===== src/rtl/result_write_sequencer_pkg.sv =====
// ---------------------------------------------------------------------------
// result_write_sequencer_pkg
// Shared types and sizing helpers for the result write sequencer.
//   seq_state_t      : sequencer FSM state encoding
//   depth_of()       : number of matrix elements for a given address width
//   last_pair_addr() : even address of the final element pair in a drain
// ---------------------------------------------------------------------------
package result_write_sequencer_pkg;

    typedef enum logic [2:0] {
        IDLE    = 3'd0,
        GET_A   = 3'd1,
        GET_B   = 3'd2,
        ISSUE   = 3'd3,
        COMMIT  = 3'd4,
        CAPTURE = 3'd5,
        DONE    = 3'd6
    } seq_state_t;

    localparam int DEFAULT_ADDR_WIDTH   = 32'sd7;
    localparam int DEFAULT_RESULT_WIDTH = 32'sd24;

    // Matrix element count; always even because ADDR_WIDTH >= 1.
    function automatic int depth_of(input int addr_width);
        return 32'sd1 << addr_width;
    endfunction

    // The last pair written in a drain is (DEPTH-2, DEPTH-1).
    function automatic int last_pair_addr(input int addr_width);
        return depth_of(addr_width) - 32'sd2;
    endfunction

    localparam int DEFAULT_DEPTH          = depth_of(DEFAULT_ADDR_WIDTH);
    localparam int DEFAULT_LAST_PAIR_ADDR = last_pair_addr(DEFAULT_ADDR_WIDTH);

endpackage


===== src/rtl/result_write_sequencer.sv =====
// ---------------------------------------------------------------------------
// result_write_sequencer
// Drains a serial valid/ready stream of matrix elements into the dual-port
// result RAM two elements per write, then captures the final matrix sum.
//
// Ports:
//   clock, reset          : clock and synchronous active-high reset
//   start                 : one-cycle pulse, begins a drain (ignored when busy)
//   res_valid/res_data    : producer element stream (row-major)
//   res_ready             : element accepted this cycle
//   write                 : one-cycle write strobe to result block
//   addrA/addrB           : even / odd element address of the current pair
//   dataA_in/dataB_in     : even / odd element data of the current pair
//   end_operation         : result block flag, addrB is all ones
//   matrixSum             : result block accumulator, valid with end_operation
//   busy                  : drain in progress
//   done                  : one-cycle pulse, sum_out valid
//   sum_out               : captured final sum, held until the next capture
// ---------------------------------------------------------------------------
module result_write_sequencer
    import result_write_sequencer_pkg::*;
#(
    parameter int ADDR_WIDTH   = DEFAULT_ADDR_WIDTH,
    parameter int RESULT_WIDTH = DEFAULT_RESULT_WIDTH
) (
    input  logic                    clock,
    input  logic                    reset,
    input  logic                    start,
    input  logic                    res_valid,
    input  logic [RESULT_WIDTH-1:0] res_data,
    output logic                    res_ready,
    output logic                    write,
    output logic [ADDR_WIDTH-1:0]   addrA,
    output logic [ADDR_WIDTH-1:0]   addrB,
    output logic [RESULT_WIDTH-1:0] dataA_in,
    output logic [RESULT_WIDTH-1:0] dataB_in,
    input  logic                    end_operation,
    input  logic [RESULT_WIDTH-1:0] matrixSum,
    output logic                    busy,
    output logic                    done,
    output logic [RESULT_WIDTH-1:0] sum_out
);

    localparam logic [ADDR_WIDTH-1:0] LAST_PAIR_ADDR = ADDR_WIDTH'(last_pair_addr(ADDR_WIDTH));
    localparam logic [ADDR_WIDTH-2:0] PAIR_STEP      = (ADDR_WIDTH-1)'(32'd1);

    seq_state_t              state_r;
    logic [ADDR_WIDTH-2:0]   pair_idx_r;   // k: current pair, addresses 2k and 2k+1

    // Sequencer FSM: all outputs are registered and updated alongside state.
    always_ff @(posedge clock) begin
        if (reset) begin
            state_r    <= IDLE;
            pair_idx_r <= '0;
            res_ready  <= 1'b0;
            write      <= 1'b0;
            addrA      <= '0;
            addrB      <= '0;
            dataA_in   <= '0;
            dataB_in   <= '0;
            busy       <= 1'b0;
            done       <= 1'b0;
            sum_out    <= '0;
        end else begin
            case (state_r)
                IDLE: begin
                    write <= 1'b0;
                    done  <= 1'b0;
                    if (start) begin
                        pair_idx_r <= '0;
                        busy       <= 1'b1;
                        res_ready  <= 1'b1;
                        state_r    <= GET_A;
                    end else begin
                        busy      <= 1'b0;
                        res_ready <= 1'b0;
                        state_r   <= IDLE;
                    end
                end
                GET_A: begin
                    if (res_valid && res_ready) begin
                        dataA_in <= res_data;
                        state_r  <= GET_B;
                    end else begin
                        state_r  <= GET_A;
                    end
                end
                GET_B: begin
                    // Second element completes the pair: present it and strobe write.
                    if (res_valid && res_ready) begin
                        dataB_in  <= res_data;
                        addrA     <= {pair_idx_r, 1'b0};
                        addrB     <= {pair_idx_r, 1'b1};
                        res_ready <= 1'b0;
                        write     <= 1'b1;
                        state_r   <= ISSUE;
                    end else begin
                        state_r   <= GET_B;
                    end
                end
                ISSUE: begin
                    write   <= 1'b0;
                    state_r <= COMMIT;
                end
                COMMIT: begin
                    // Address/data stay put this cycle: the result block acts on
                    // its registered copy of write one cycle late.
                    if (addrA == LAST_PAIR_ADDR) begin
                        state_r <= CAPTURE;
                    end else begin
                        pair_idx_r <= pair_idx_r + PAIR_STEP;
                        res_ready  <= 1'b1;
                        state_r    <= GET_A;
                    end
                end
                CAPTURE: begin
                    // Last-pair addresses are still driven, so end_operation is
                    // high and matrixSum includes the final pair.
                    if (end_operation) begin
                        sum_out <= matrixSum;
                        done    <= 1'b1;
                        busy    <= 1'b0;
                        state_r <= DONE;
                    end else begin
                        state_r <= CAPTURE;
                    end
                end
                DONE: begin
                    done    <= 1'b0;
                    addrA   <= '0;
                    addrB   <= '0;
                    state_r <= IDLE;
                end
                default: begin
                    res_ready <= 1'b0;
                    write     <= 1'b0;
                    busy      <= 1'b0;
                    done      <= 1'b0;
                    state_r   <= IDLE;
                end
            endcase
        end
    end

endmodule

===== config.mk =====
export PLATFORM = sky130hd
export DESIGN_NAME = result_write_sequencer
export DESIGN_NICKNAME = d
export VERILOG_FILES = /design/src/rtl/result_write_sequencer_pkg.sv /design/src/rtl/result_write_sequencer.sv
export SDC_FILE = /design/constraint.sdc
export NUM_CORES = 1
export LEC_CHECK = 0
export CELL_PAD_IN_SITES_DETAIL_PLACEMENT = 1
export CELL_PAD_IN_SITES_GLOBAL_PLACEMENT = 2
export CORE_ASPECT_RATIO = 0.9
export CORE_MARGIN = 3
export CORE_UTILIZATION = 23
export CTS_CLUSTER_DIAMETER = 60
export DETAILED_ROUTE_END_ITERATION = 10
export GPL_TIMING_DRIVEN = 0
export PLACE_DENSITY = 0.86
export SLEW_MARGIN = 20
export SYNTH_ARGS = -nofsm -noshare
export SYNTH_HDL_FRONTEND = slang
export SYNTH_SLANG_ARGS = --single-unit
export TNS_END_PERCENT = 50

===== constraint.sdc =====
create_clock -name clock -period 2 [get_ports clock]
set_input_delay 0.4 -clock clock [delete_from_list [all_inputs] [get_ports clock]]
set_output_delay 0.4 -clock clock [all_outputs]
set_load 0.05 [all_outputs]

-- After elaboration in Yosys (flattened, before gate mapping)
Index checks and enable logic that the tools add are counted.
- $add $sub $neg: 1
- equality and inequality tests: 11
- bitwise logic cells: 4
- multiplexer cells: 23
- reductions and logical operators: 17
- operators by type and width (cell ; count):
    $pmux W7 S2 ; 2
    $pmux W3 S6 ; 1
    $mux W7 ; 2
    $reduce_and A2 Y1 ; 7
    $mux W6 ; 2
    $pmux W6 S2 ; 1
    $reduce_or A4 Y1 ; 3
    $eq A3 B3 Y1 const B ; 3
    $mux W1 ; 8
    $ne A2 B2 Y1 const B ; 4
    $eq A7 B7 Y1 const B ; 1
    $add A6 B1 Y6 const B ; 1
    $eq A3 B2 Y1 const B ; 2
    $reduce_and A3 Y1 ; 2
    $reduce_or A5 Y1 ; 1
    $mux W2 ; 2
    $not A1 Y1 ; 4
    $pmux W1 S2 ; 2
    $pmux W1 S4 ; 1
    $reduce_bool A2 Y1 ; 2
    $eq A3 B1 Y1 const B ; 1
    $logic_not A3 Y1 ; 1
    $mux W3 ; 1
    $pmux W1 S3 ; 1
    $logic_and A1 B1 Y1 ; 1
- input port bits: 53
- register bits after elaboration: 99

-- Depth between registers and ports, before layout
- depth after elaboration: 4
- mapped depth: 7
- gate-level depth less buffers: 4

-- Worst setup path after synthesis
Ideal clock, no wire load.
- path kind: register to register
- from: register res_ready
- to: register addrA[6]
- path buffers: 2
- stages on the path, launching flop included: 7
- data arrival time: 1.572 ns
- path slack: 0.333 ns
- setup time: 0.095 ns
- clock period less this slack: 1.667 ns
- path through: dfxtp_1 and3b_1 and2_1 buf_2 buf_2 nand2_1 a221oi_1
- longest elaborated chain between the ends: 3
- ends and longest elaborated chain (item ; RTL line ; RTL):
    start: declaration ; result_write_sequencer.sv:31 ; output logic res_ready,
    start signal: assignment ; result_write_sequencer.sv:55 ; res_ready <= 1'b0;
    start signal: assignment ; result_write_sequencer.sv:72 ; res_ready <= 1'b1;
    start signal: assignment ; result_write_sequencer.sv:76 ; res_ready <= 1'b0;
    $logic_and A1 B1 Y1 ; result_write_sequencer.sv:90 ; if (res_valid && res_ready) begin
    $ne A2 B2 Y1 (no line) ; n/a ;
    $reduce_and A2 Y1 (no line) ; n/a ;
    end signal: assignment ; result_write_sequencer.sv:92 ; addrA <= {pair_idx_r, 1'b0};
    end: declaration ; result_write_sequencer.sv:33 ; output logic [ADDR_WIDTH-1:0] addrA,
No other way between the ends.
A chain may end at the register's enable or synchronous reset.

-- Final worst setup path
- from: register dataA_in[0]
- to: output dataA_in[0]
- RTL lines (item ; RTL line ; RTL):
    start: declaration ; result_write_sequencer.sv:35 ; output logic [RESULT_WIDTH-1:0] dataA_in,
    start signal: assignment ; result_write_sequencer.sv:82 ; dataA_in <= res_data;
No word-level cell between the ends.

==> metrics.csv <==
metric,value,unit
ys_seq_elements,92,
area_growth,55.3,%
finalCriticalPeriod,1930,ps
ios,143,
crit_chain,clkdlybuf4s50_1,
gp_congestion,0.800,
portBuffers,140,
nFillCells,1723,
p_leak,1.84,nW
rr_worst_depth,6,
ys_seq_area_share,53.4,%
path_buf_inv,1,
power.density,710,mW/mm^2
worstMarginPinSlew,683,ps
postRouteAntennaNets,0,
whs_path_depth,2,
critPathLaunchType,flip-flop,
critical_path_required,1600,ps
yosysTopAreaCell,dfxtp_1,
syn_area_per_cell,7.79,sq um
layout_commonest_cell,nand2_1,
place_inst,776,
vias,3537,
root_buffer,clkbuf_16,
synth_cells,443,
drive_above_1_share,5.87,%
htree_levels,3,
cp_max_fo,2,
crit_path_top_delay_cell,clkdlybuf4s50_1,
cts_buffers,9,
setup_viol,0,
worst_hold_slack,453,ps
grt_pass1_vias,3774,
route.detailed.drc,0,
cts.sinks,92,
start_util,24.0,%
power,0.00381,W
outcome,completed,
syn-num-nets,497,
final_area,0.00536,sq mm
nets,648,
grt_remaining_overflow,0,
die_area,0.0165,sq mm
ir_drop,0.430,mV
antenna_found_initial,0,
cap_violations,0,
hpwl,9420,um
finClkSkew,4.71,ps
grt_usage,14.8,%
fin_crit_sh,96.5,%
ys_warn_count,0,
path_clk_slew,60,ps
cts_tree,done,
wire_per_inst,15.4,um
place_area,0.00509,sq mm
fmax,518,MHz
drt_iter0_drc,122,
diodes,0,
synth_top_area_share,53.4,%
final_hold_viol_count,0,
crit_path_end_kind,output port,
drv_slew,0,
row_count,41,
rsz0062_at_grt,false,
grt_max_degree,14,
min_path_type,reg -> reg,
clock_path_buffers,2,
instances_no_fill,789,
viasPerCell,4.48,
yosys-top-cells-area,"dfxtp_1 53%, nand2_1 17%, a21oi_1 12%",
ys_types,34,
drtPass1Iterations,4,
fp.coreArea,0.0144,sq mm
fin_util,37.3,%
die_width,135,um
layout_common_cells,"160 x nand2_1, 127 x clkdlybuf4s50_1, 92 x dfxtp_1",
crit_family,buffers and inverters,
die_h,122,um
critPathKind,reg -> out,
path_depth,1,
hold_buffers,0,
syn_area,0.00345,sq mm
maxSlewHeadroom,54.5,%
grt_pass1_wl,19300,um
cp.arrival,1530,ps
slowest_delay,840,ps
wl,12200,um
clk_latency,340,ps
==> path summary, 6_finish.rpt <==
path                start  slack, ps            to
min reg2reg  dataB_in[10]        450  dataB_in[10]
max           dataA_in[0]         70   dataA_in[0]
max reg2reg    state_r[2]        240  dataA_in[20]
min          dataB_in[10]        450  dataB_in[10]
==> timing repair <==
| action | CTS | global route |
|---|---|---|
| resized for setup | 12 | 5 |
| endpoints found under the setup margin | 12 | 7 |
| setup buffers | 0 | 0 |
==> cell usage after synthesis (all sizes together) <==
cell type	number
or2	1
a31oi	3
and3	1
nor2b	1
buf	16
or3b	1
nand3	12
inv	3
and2	2
nand4	1
ha	1
o21bai	1
or3	2
o21ba	1
o221ai	1
clkbuf	22
o2111ai	1
o21ai	7
a221oi	2
nand3b	4
dfxtp	92
and3b	1
a2111oi	1
nor3	1
nor2	13
nand2	160
conb	1
nand2b	2
a22oi	1
a21oi	86
mux2i	2
==> registers in the layout, indices dropped and copies added, names as in the netlist, 3 cells and up <==
name,flops
pair_idx_r,6
addrB,6
dataB_in,24
state_r,3
sum_out,24
dataA_in,24
==> layout make-up <==
cell class | count | area (sq um) | share of cell area [%]
inverter | 3 | 11.3 | 0.210
tap | 193 | 241 | 4.50
sequential | 92 | 1840 | 34.3
clock inverter | 3 | 40.0 | 0.747
clock buffer | 10 | 239 | 4.46
timing repair buffer | 140 | 1390 | 25.9
multi-input combinational | 310 | 1420 | 26.4
buffer | 38 | 185 | 3.45
==> report_power, final <==
part	internal, W	total [W]	switching, W
Combinational	0.000135	0.000295	0.000159
Clock	0.000977	0.00165	0.000676
Sequential	0.00185	0.00186	0.0000115
Total	0.00296	0.00381	0.000847
==> cell families (layout without fill, tap and decap cells) <==
group	count (synthesis)	count (layout)	share of synthesized area (%)
other	1	1	0.109
and+or+nand+nor	202	202	24.0
muxes	2	2	0.580
AOI/OAI and AO/OA	104	104	16.0
DFF	92	92	53.4
buffers and inverters	41	194	5.62
adders and majority gates	1	1	0.362
==> per-layer routing <==
| metal | GRT usage (%) | up-vias | share of wire, % |
|---|---|---|---|
| met3 | 5.74 | 8 | 6.5 |
| met4 | 3.09 | 0 | 0.67 |
| met5 | 0 | - | 0 |
| met2 | 26.0 | 82 | 50 |
| met1 | 17.1 | 1694 | 43 |
| li1 | - | 1753 | - |
==> stage by stage <==
| step | setup slack [ps] | TNS (ps) |
|---|---|---|
| floorplan | 333 | 0 |
| global placement | -197 | -3960 |
| detailed placement | -230 | -5820 |
| CTS | 5.70 | 0 |
| global route | 4.71 | 0 |
| finish | 70.5 | 0 |
No activity file was read; power rests on OpenSTA's default activity.
